--- config.mk ---
export PLATFORM = sky130hd
export DESIGN_NAME = writeback_unit
export DESIGN_NICKNAME = d
export VERILOG_FILES = /design/src/rtl/wb_pkg.sv /design/src/rtl/wb_fifo.sv /design/src/rtl/writeback_unit.sv
export SDC_FILE = /design/constraint.sdc
export NUM_CORES = 1
export LEC_CHECK = 0
export CORE_MARGIN = 5
export CORE_UTILIZATION = 31
export CTS_BUF_LIST = sky130_fd_sc_hd__clkbuf_8
export DETAILED_ROUTE_END_ITERATION = 8
export HOLD_SLACK_MARGIN = 0.05
export MAX_ROUTING_LAYER = met4
export PLACE_DENSITY = 0.64
export SLEW_MARGIN = 20
export SYNTH_ARGS = -nofsm -noshare
export SYNTH_HDL_FRONTEND = slang
export SYNTH_SLANG_ARGS = --single-unit
--- constraint.sdc ---
create_clock -name clk -period 6.25 [get_ports clk]
set_input_delay 0.9375 -clock clk [delete_from_list [all_inputs] [get_ports clk]]
set_output_delay 0.9375 -clock clk [all_outputs]
set_load 0.1 [all_outputs]
--- src/rtl/wb_pkg.sv ---
// Purpose: shared types and constants for the writeback unit and its load-result buffer.
// Latency: n/a (declarations only).
// Backpressure: n/a.
package wb_pkg;

    localparam int WB_DEFAULT_DEPTH = 2;

    // One pending register-file write: destination register and its data.
    typedef struct packed {
        logic [4:0]  rd;
        logic [31:0] data;
    } wb_entry_t;

    // Register x0 is hardwired to zero, so results aimed at it are never written.
    function automatic logic rd_writes(input logic [4:0] rd);
        return rd != 5'd0;
    endfunction

endpackage

--- src/rtl/wb_fifo.sv ---
// Purpose: small circular buffer of load results waiting for a free writeback slot.
// Latency: push visible at the head the cycle after it is written; pop consumes the head at the edge.
// Backpressure: full/empty exported; push while full and pop while empty are ignored.
//
// Ports: clk, reset (async, active-high); push/push_dat write the tail;
//        pop removes the head shown on pop_dat; full, empty, count report occupancy.
module wb_fifo
    import wb_pkg::*;
#(
    parameter int DEPTH = WB_DEFAULT_DEPTH
) (
    input  logic                     clk,
    input  logic                     reset,
    input  logic                     push,
    input  wb_entry_t                push_dat,
    input  logic                     pop,
    output wb_entry_t                pop_dat,
    output logic                     full,
    output logic                     empty,
    output logic [$clog2(DEPTH):0]   count
);

    localparam int PW = $clog2(DEPTH);
    localparam int CW = PW + 1;

    logic [PW-1:0] wr_ptr;
    logic [PW-1:0] rd_ptr;
    wb_entry_t     mem [DEPTH];

    logic push_ok;
    logic pop_ok;

    assign full    = (count == CW'(DEPTH));
    assign empty   = (count == '0);
    assign push_ok = push && !full;
    assign pop_ok  = pop && !empty;
    assign pop_dat = mem[rd_ptr];

    // DEPTH is a power of two, so the pointers wrap by plain overflow.
    always_ff @(posedge clk or posedge reset) begin
        if (reset) begin
            wr_ptr <= '0;
            rd_ptr <= '0;
            count  <= '0;
        end else begin
            if (push_ok) begin
                wr_ptr <= wr_ptr + 1'b1;
            end
            if (pop_ok) begin
                rd_ptr <= rd_ptr + 1'b1;
            end
            case ({push_ok, pop_ok})
                2'b10:   count <= count + 1'b1;
                2'b01:   count <= count - 1'b1;
                default: count <= count;
            endcase
        end
    end

    // Storage needs no reset: an entry is only read after it has been written.
    always_ff @(posedge clk) begin
        if (push_ok) begin
            mem[wr_ptr] <= push_dat;
        end
    end

endmodule

--- src/rtl/writeback_unit.sv ---
// Purpose: arbitrates ALU and load results onto the single register-file write port.
// Latency: 1 cycle for the ALU and for a load taken directly; other loads wait in the buffer.
// Backpressure: ld_ready drops when the buffer is full; alu_stall rises at the same time so the buffer drains.
//
// Ports: clk, reset (async, active-high); alu_valid/alu_rd/alu_result in, alu_stall out;
//        ld_valid/ld_rd/ld_data in, ld_ready out; A3/WD3/RegWrite registered write port;
//        fifo_count buffer occupancy.
// Optional: define WB_FWD_EN to add fwd_rs1/fwd_rs2 inputs and fwd1/fwd2 hit/data outputs
//        that forward the write currently on the port.
// FIFO_DEPTH must be a power of two and at least 2.
module writeback_unit
    import wb_pkg::*;
#(
    parameter int FIFO_DEPTH = WB_DEFAULT_DEPTH
) (
    input  logic                          clk,
    input  logic                          reset,
    input  logic                          alu_valid,
    input  logic [4:0]                    alu_rd,
    input  logic [31:0]                   alu_result,
    output logic                          alu_stall,
    input  logic                          ld_valid,
    input  logic [4:0]                    ld_rd,
    input  logic [31:0]                   ld_data,
    output logic                          ld_ready,
    output logic [4:0]                    A3,
    output logic [31:0]                   WD3,
    output logic                          RegWrite,
    output logic [$clog2(FIFO_DEPTH):0]   fifo_count
`ifdef WB_FWD_EN
    ,
    input  logic [4:0]                    fwd_rs1,
    input  logic [4:0]                    fwd_rs2,
    output logic                          fwd1_hit,
    output logic                          fwd2_hit,
    output logic [31:0]                   fwd1_data,
    output logic [31:0]                   fwd2_data
`endif
);

    wb_entry_t head;
    wb_entry_t ld_entry;
    wb_entry_t sel_entry;
    logic      sel_vld;
    logic      full;
    logic      empty;
    logic      alu_sel;
    logic      fifo_sel;
    logic      ld_acc;
    logic      ld_direct;
    logic      push;

    assign ld_entry = '{rd: ld_rd, data: ld_data};

    // Occupancy is already zero during reset; gating with reset keeps both
    // handshake outputs quiet for the whole reset window.
    assign ld_ready  = !reset && !full;
    assign alu_stall = !reset && full;

    // Fixed priority: ALU, then buffered loads (to keep load order), then a
    // fresh load straight through when nothing is queued ahead of it.
    assign alu_sel   = alu_valid && !alu_stall;
    assign fifo_sel  = !alu_sel && !empty;
    assign ld_acc    = ld_valid && ld_ready;
    assign ld_direct = !alu_sel && empty && ld_acc;

    // Accepted loads to x0 are dropped here rather than occupying a slot.
    // A push never coincides with full because ld_ready is low then.
    assign push = ld_acc && !ld_direct && rd_writes(ld_rd);

    wb_fifo #(
        .DEPTH    (FIFO_DEPTH)
    ) u_fifo (
        .clk      (clk),
        .reset    (reset),
        .push     (push),
        .push_dat (ld_entry),
        .pop      (fifo_sel),
        .pop_dat  (head),
        .full     (full),
        .empty    (empty),
        .count    (fifo_count)
    );

    always_comb begin
        sel_vld   = 1'b0;
        sel_entry = '0;
        if (alu_sel) begin
            sel_vld   = 1'b1;
            sel_entry = '{rd: alu_rd, data: alu_result};
        end else if (fifo_sel) begin
            sel_vld   = 1'b1;
            sel_entry = head;
        end else if (ld_direct) begin
            sel_vld   = 1'b1;
            sel_entry = ld_entry;
        end
    end

    // A3/WD3 only change on a real write; x0 results are consumed silently.
    always_ff @(posedge clk or posedge reset) begin
        if (reset) begin
            RegWrite <= 1'b0;
            A3       <= '0;
            WD3      <= '0;
        end else if (sel_vld && rd_writes(sel_entry.rd)) begin
            RegWrite <= 1'b1;
            A3       <= sel_entry.rd;
            WD3      <= sel_entry.data;
        end else begin
            RegWrite <= 1'b0;
        end
    end

`ifdef WB_FWD_EN
    assign fwd1_hit  = RegWrite && (A3 == fwd_rs1) && (fwd_rs1 != 5'd0);
    assign fwd2_hit  = RegWrite && (A3 == fwd_rs2) && (fwd_rs2 != 5'd0);
    assign fwd1_data = WD3;
    assign fwd2_data = WD3;
`endif

endmodule

# [Word level (Yosys, flattened, before mapping)]
# Memories as Yosys holds them, arrays and structs flattened.
# Cells that the tools add are included.
[word_totals] input_bits=78 regBits=42 ramBits=74 memories=1 wordCells=46
[classes] mux=10 n_addsub=4 n_reduce_logical=22 eq_ne=3
[mem_list] memory="u_fifo.mem" depth=2 width=37 rd=1 rd_clocked_by_memory_dff=0 write_ports=1 line="wb_fifo.sv:28" rtl="wb_entry_t mem [DEPTH];"
[ops] operator="2-to-1 mux 37 bit" count=3
[ops] operator="logical AND 1 bit" count=12
[ops] operator="nonzero test 5 bit" count=2
[ops] operator="logical NOT 1 bit" count=6
[ops] operator="2-to-1 mux 1 bit" count=6
[ops] operator="== test 2 bit (second input constant)" count=2
[ops] operator="case mux 2 bit (2 select lines)" count=1
[ops] operator="adder 1 bit (second input constant)" count=2
[ops] operator="adder 2 x 1 -> 2 bit (second input constant)" count=1
[ops] operator="== test 2 x 1 -> 1 bit (second input constant)" count=1
[ops] operator="logical NOT 2 bit" count=1
[ops] operator="nonzero test 2 bit" count=1
[ops] operator="subtractor 2 x 1 -> 2 bit (second input constant)" count=1

# [Longest topological paths before layout]
[depth] word_depth=13 depth_mapped=10

# [By module]
# A second synthesis with hierarchy kept.
[unflattened] cells_unflattened=323 area_unflattened_um2=5285.1
[by_module_without_submodules] mod="wb_fifo" n_inst=1 cells_per_inst=134 seq_area_each_um2=2322.2 area_each_um2=2952.8
[by_module_without_submodules] mod="writeback_unit" n_inst=1 cells_per_inst=189 seq_area_each_um2=950.9 area_each_um2=2332.2

# [Least setup slack after synthesis]
# OpenSTA, ideal clock, no wires.
[synth_timing] path_type="register to register" from="reg u_fifo.count[0]" to="mem u_fifo.mem[0][0] in the netlist's numbering, enable pin" n_path_buf=1 path_slack_ns=0.930 stages_incl_launch_ff=7 required_time_ns=5.819 t_arrival_ns=4.889 path_cell_list="dfrtp_1 > buf_4 > inv_1 > a21oi_1 > o311a_1 > o21ai_0 > nor2_1"
[synth_via] elab_cells_between_ends=17
[synth_rtl] item="from (decl)" line="wb_fifo.sv:20" rtl="output logic [$clog2(DEPTH):0] count"
[synth_rtl] item="from (signal assigned)" line="wb_fifo.sv:53" rtl="2'b10: count <= count + 1'b1;"
[synth_rtl] item="from (signal assigned)" line="wb_fifo.sv:54" rtl="2'b01: count <= count - 1'b1;"
[synth_rtl] item="from (signal assigned)" line="wb_fifo.sv:55" rtl="default: count <= count;"
[synth_rtl] item="== test 2 bit *" line="wb_fifo.sv:33" rtl="assign full = (count == CW'(DEPTH));"
[synth_rtl] item="logical NOT 1 bit *" line="writeback_unit.sv:57" rtl="assign ld_ready = !reset && !full;"
[synth_rtl] item="logical AND 1 bit *" line="writeback_unit.sv:57"
[synth_rtl] item="via ld_ready" line="writeback_unit.sv:25" rtl="output logic ld_ready,"
[synth_rtl] item="logical AND 1 bit *" line="writeback_unit.sv:64" rtl="assign ld_acc = ld_valid && ld_ready;"
[synth_rtl] item="logical AND 1 bit" line="writeback_unit.sv:65" rtl="assign ld_direct = !alu_sel && empty && ld_acc;"
[synth_rtl] item="logical NOT 1 bit" line="writeback_unit.sv:69" rtl="assign push = ld_acc && !ld_direct && rd_writes(ld_rd);"
[synth_rtl] item="logical AND 1 bit * (2 in a row)" line="writeback_unit.sv:69"
[synth_rtl] item="logical AND 1 bit *" line="wb_fifo.sv:35" rtl="assign push_ok = push && !full;"
[synth_rtl] item="2-to-1 mux 1 bit *" line="wb_fifo.sv:62" rtl="if (push_ok) begin"
[synth_rtl] item="2-to-1 mux 1 bit (implied by the code) *" line="wb_fifo.sv:63" rtl="mem[wr_ptr] <= push_dat;"
[synth_rtl] item="to (decl)" line="wb_fifo.sv:28"
# Mark *: on every way through the listed nets, which the timed path passes. The rest lies on a longest branch.

# [Worst setup path after layout]
[layout_timing] from="in reset" to="out alu_stall"
[layout_via] elab_chain_cells=2
[layout_rtl] item="from (decl)" line="writeback_unit.sv:17" rtl="input logic reset,"
[layout_rtl] item="logical NOT 1 bit (no source line)"
[layout_rtl] item="logical AND 1 bit" line="writeback_unit.sv:58" rtl="assign alu_stall = !reset && full;"
[layout_rtl] item="to (decl)" line="writeback_unit.sv:21" rtl="output logic alu_stall,"
# Every way passes these cells.

==> results.py <==
metrics = {
    "global_routing": {
        "grt_start_max_net_pins": 43,
        "antenna_found_initial": 0,
        "first_global_vias": 3487,
        "grt.total_usage_pct": 13.32,
        "grt_pass1_wl_um": 18510,
        "global_route.overflow_total": 0,
    },
    "logic_synthesis": {
        "yosys_register_bits": 116,
        "yosys_synthesis_warning_count": 0,
        "mappedNetlistNets": 403,
        "synth_area_per_cell_um2": 15.39,
        "post_synth_instance_area_um2": 4987,
        "synth_sequential_area_ratio_pct": 65.63,
        "netlist_instances": 324,
        "netlist_cell_types": 32,
    },
    "sta": {
        "rsz0062_at_grt": "no",
        "tightest_slew_ns": 1.039,
        "slew_headroom_pct": 30.53,
        "setup_viol_count_final": 0,
        "clock_skew_ns": 0.007555,
        "timing_limited_maximum_frequency_mhz": 260.9,
        "period_minus_slack_ns": 3.833,
        "hold_slack_ns": 0.5064,
        "timing.final.max_slew_violations": 0,
        "final.setup.tns_ns": 0,
        "final_hold_viol_count": 0,
        "final_min_period_over_clock_period_pct": 61.32,
    },
    "route": {
        "totalWireLength_um": 11630,
        "total_number_of_vias": 3148,
        "drt-initial-drc-count": 163,
        "routed_via_density": 4.685,
        "wirelength_met1_um": 4971,
        "dr_wl_met2_um": 5952,
        "drt-pass1-iter-count": 4,
        "met3RoutedLength_um": 552,
        "drtAntennaViolNets": 0,
        "drcViolationCount": 0,
        "top_layer_used": "met4",
        "routedWlPerCell_um": 17.31,
    },
    "power": {
        "netSwitchingPower_w": 0.001725,
        "p_leak_nw": 2.610,
        "power.density_nw_per_um2": 534.1,
        "power.clock.fraction_pct": 16.2,
        "power.ir.vdd_worst_v": 0.0002391,
        "sequentialPowerShare_pct": 32.7,
        "switching_share_pct": 47.69,
        "power_report.internal_total_w": 0.001892,
        "report.power.total_w": 0.003617,
        "combinationalPowerShare_pct": 51.1,
    },
    "min_path": {
        "hold_path_class": "reg2reg",
    },
    "die": {
        "die_h_um": 136.8,
        "core_um2": 15830,
        "floorplan.initialDensity_pct": 31.51,
        "pin_count": 120,
        "std_cell_rows": 46,
        "floorplan.die.width_um": 136.8,
        "floorplan.die_area_um2": 18730,
    },
    "finish": {
        "antennaDiodeCount": 0,
        "fin_nets": 522,
        "mostFrequentLayoutCell": "sky130_fd_sc_hd__clkdlybuf4s50_1",
        "layout-drive-gt1-share_pct": 16.45,
        "area_delta_synth_final_pct": 35.78,
        "layout.cells.most_common_list": "119 x sky130_fd_sc_hd__clkdlybuf4s50_1, 74 x sky130_fd_sc_hd__edfxtp_1, 41 x sky130_fd_sc_hd__dfrtp_1, 34 x sky130_fd_sc_hd__mux2i_1",
        "post_route_insts_no_fill": 672,
    },
    "clock_network": {
        "cts_num_sinks": 116,
        "cts.clk_slew.worst_paths_ns": 0.06,
        "postcts_resize_cnt": 0,
        "cts_root_buffer": "sky130_fd_sc_hd__clkbuf_8",
        "clk_latency_ns": 0.43,
        "cts_post_setup_buffers_inserted": 0,
        "cts_made_buffers": 17,
        "cts-hold-fix-buffers": 0,
        "cts_htree_levels": 4,
        "clock_tree.buffer_depth": 2,
        "cts_tree": "yes",
    },
    "place": {
        "place.detailed.hpwl_um": 7629,
        "post-place-cells": 638,
        "place_congestion": 0.6768,
        "count_of_input_and_output_buffers": 119,
    },
    "setup_path": {
        "worst-endpoint-required_ns": 5.31,
        "cp-end-kind": "output port",
        "worst_setup_path_start_kind": "input port",
        "critical_path_class": "in2out",
        "crit_path_max_fanout": 4,
        "cp.arrival_ns": 2.90,
        "register_to_register_path_setup_slack_ns": 2.87,
    },
    "outcome": {
        "outcome": "finished, final reports clean",
    },
    "job": {
        "timing.max_cap.violations": 0,
    },
}
Yosys cell counts:
cell / n / area (µm²)
sky130_fd_sc_hd__xor2_1: 2 / 17.52
sky130_fd_sc_hd__edfxtp_1: 74 / 2222
sky130_fd_sc_hd__nor4b_4: 1 / 23.77
sky130_fd_sc_hd__or4_1: 1 / 7.510
sky130_fd_sc_hd__dfrtp_1: 42 / 1051
sky130_fd_sc_hd__o21bai_1: 3 / 22.52
sky130_fd_sc_hd__buf_2: 2 / 10.01
sky130_fd_sc_hd__buf_6: 3 / 33.78
sky130_fd_sc_hd__xnor2_1: 3 / 26.28
sky130_fd_sc_hd__nor3b_4: 1 / 18.77
sky130_fd_sc_hd__or4_4: 1 / 11.26
sky130_fd_sc_hd__o21ai_0: 3 / 15.01
sky130_fd_sc_hd__clkbuf_1: 13 / 48.80
sky130_fd_sc_hd__nor2_1: 7 / 26.28
sky130_fd_sc_hd__nor3_1: 30 / 150.1
sky130_fd_sc_hd__o311a_1: 1 / 10.01
sky130_fd_sc_hd__mux2_4: 14 / 210.2
sky130_fd_sc_hd__mux2_2: 21 / 236.5
sky130_fd_sc_hd__a22oi_1: 1 / 7.510
sky130_fd_sc_hd__or2_2: 1 / 6.260
sky130_fd_sc_hd__buf_1: 4 / 15.01
sky130_fd_sc_hd__nor2b_1: 1 / 6.260
sky130_fd_sc_hd__a222oi_1: 2 / 20.02
sky130_fd_sc_hd__nor2_2: 1 / 6.260
sky130_fd_sc_hd__ha_1: 1 / 12.51
sky130_fd_sc_hd__nand2_1: 3 / 11.26
sky130_fd_sc_hd__a221o_1: 30 / 300.3
sky130_fd_sc_hd__buf_4: 2 / 15.01
sky130_fd_sc_hd__inv_1: 12 / 45.04
sky130_fd_sc_hd__mux2i_1: 34 / 340.3
sky130_fd_sc_hd__a21oi_1: 6 / 30.03
sky130_fd_sc_hd__a211oi_1: 4 / 30.03
path summary, 6_finish.rpt:
kind | startpoint | to | depth (start not counted)
max reg2reg | u_fifo.count[0] | WD3[27] | 6
min | WD3[16] | WD3[16] | 1
max | reset | alu_stall | 3
min in group asynchronous | reset | u_fifo.count[0] | 2
max in group asynchronous | reset | u_fifo.rd_ptr | 2
min reg2reg | WD3[16] | WD3[16] | 1
power by group through the flow:
stage          sequential (W)  clock, W  combinational, W
6_report              0.00118  0.000584           0.00185
3_3_place_gp          0.00119         0           0.00184
2_1_floorplan         0.00199         0          0.000609
4_1_cts               0.00119  0.000610           0.00186
5_1_grt               0.00121  0.000647           0.00193
3_5_place_dp          0.00120         0           0.00186
metrics by stage:
stage                     instance area, µm²  worst slack (ns)  util (%)
after floorplan                         4987            0.9296         -
after global placement                  6377             2.372     40.29
after detailed placement                6377             2.320     40.29
after CTS                               6713             2.414     42.41
after global routing                    6771             2.383     42.78
final                                   6771             2.417     42.78
logic make-up (layout without fill, tap and decap cells):
family / after synthesis / in the layout / share of synthesized area, %
AO/OA/AOI/OAI: 50 / 50 / 8.731
AND/OR/NAND/NOR: 47 / 47 / 5.369
flip-flops: 116 / 116 / 65.63
buffers and inverters: 36 / 168 / 3.362
adder cells (fa/ha/maj): 1 / 1 / 0.2508
multiplexers: 69 / 69 / 15.78
XOR/XNOR: 5 / 5 / 0.8782
flip-flops by register name, summed over array words and instances (netlist names):
signal and cells:
A3 5, RegWrite 1, WD3 32, u_fifo.count 2, u_fifo.mem 74, u_fifo.rd_ptr 1
u_fifo.wr_ptr 1
area by class of cell:
class	instances	area, µm²
clock buffer	21	289.0
multi-input combinational	172	1574
sequential	116	3277
inverter	12	46.29
timing repair buffer	124	1269
tap	216	270.3
clock inverter	11	46.29
fill	1449	9056
per-layer routing:
| metal | global-route usage [%] | up-vias |
|---|---|---|
| li1 | - | 1509 |
| met1 | 15.28 | 1544 |
| met2 | 22.15 | 82 |
| met3 | 4.118 | 13 |
| met4 | 4.712 | 0 |
| met5 | - | - |
worst max-delay path: stages:
cell                              delay (ns)
sky130_fd_sc_hd__clkdlybuf4s50_1        0.50
sky130_fd_sc_hd__nor3b_4                0.28
sky130_fd_sc_hd__clkdlybuf4s50_1        1.18
Note: power is estimated with default switching activity, not from simulation.
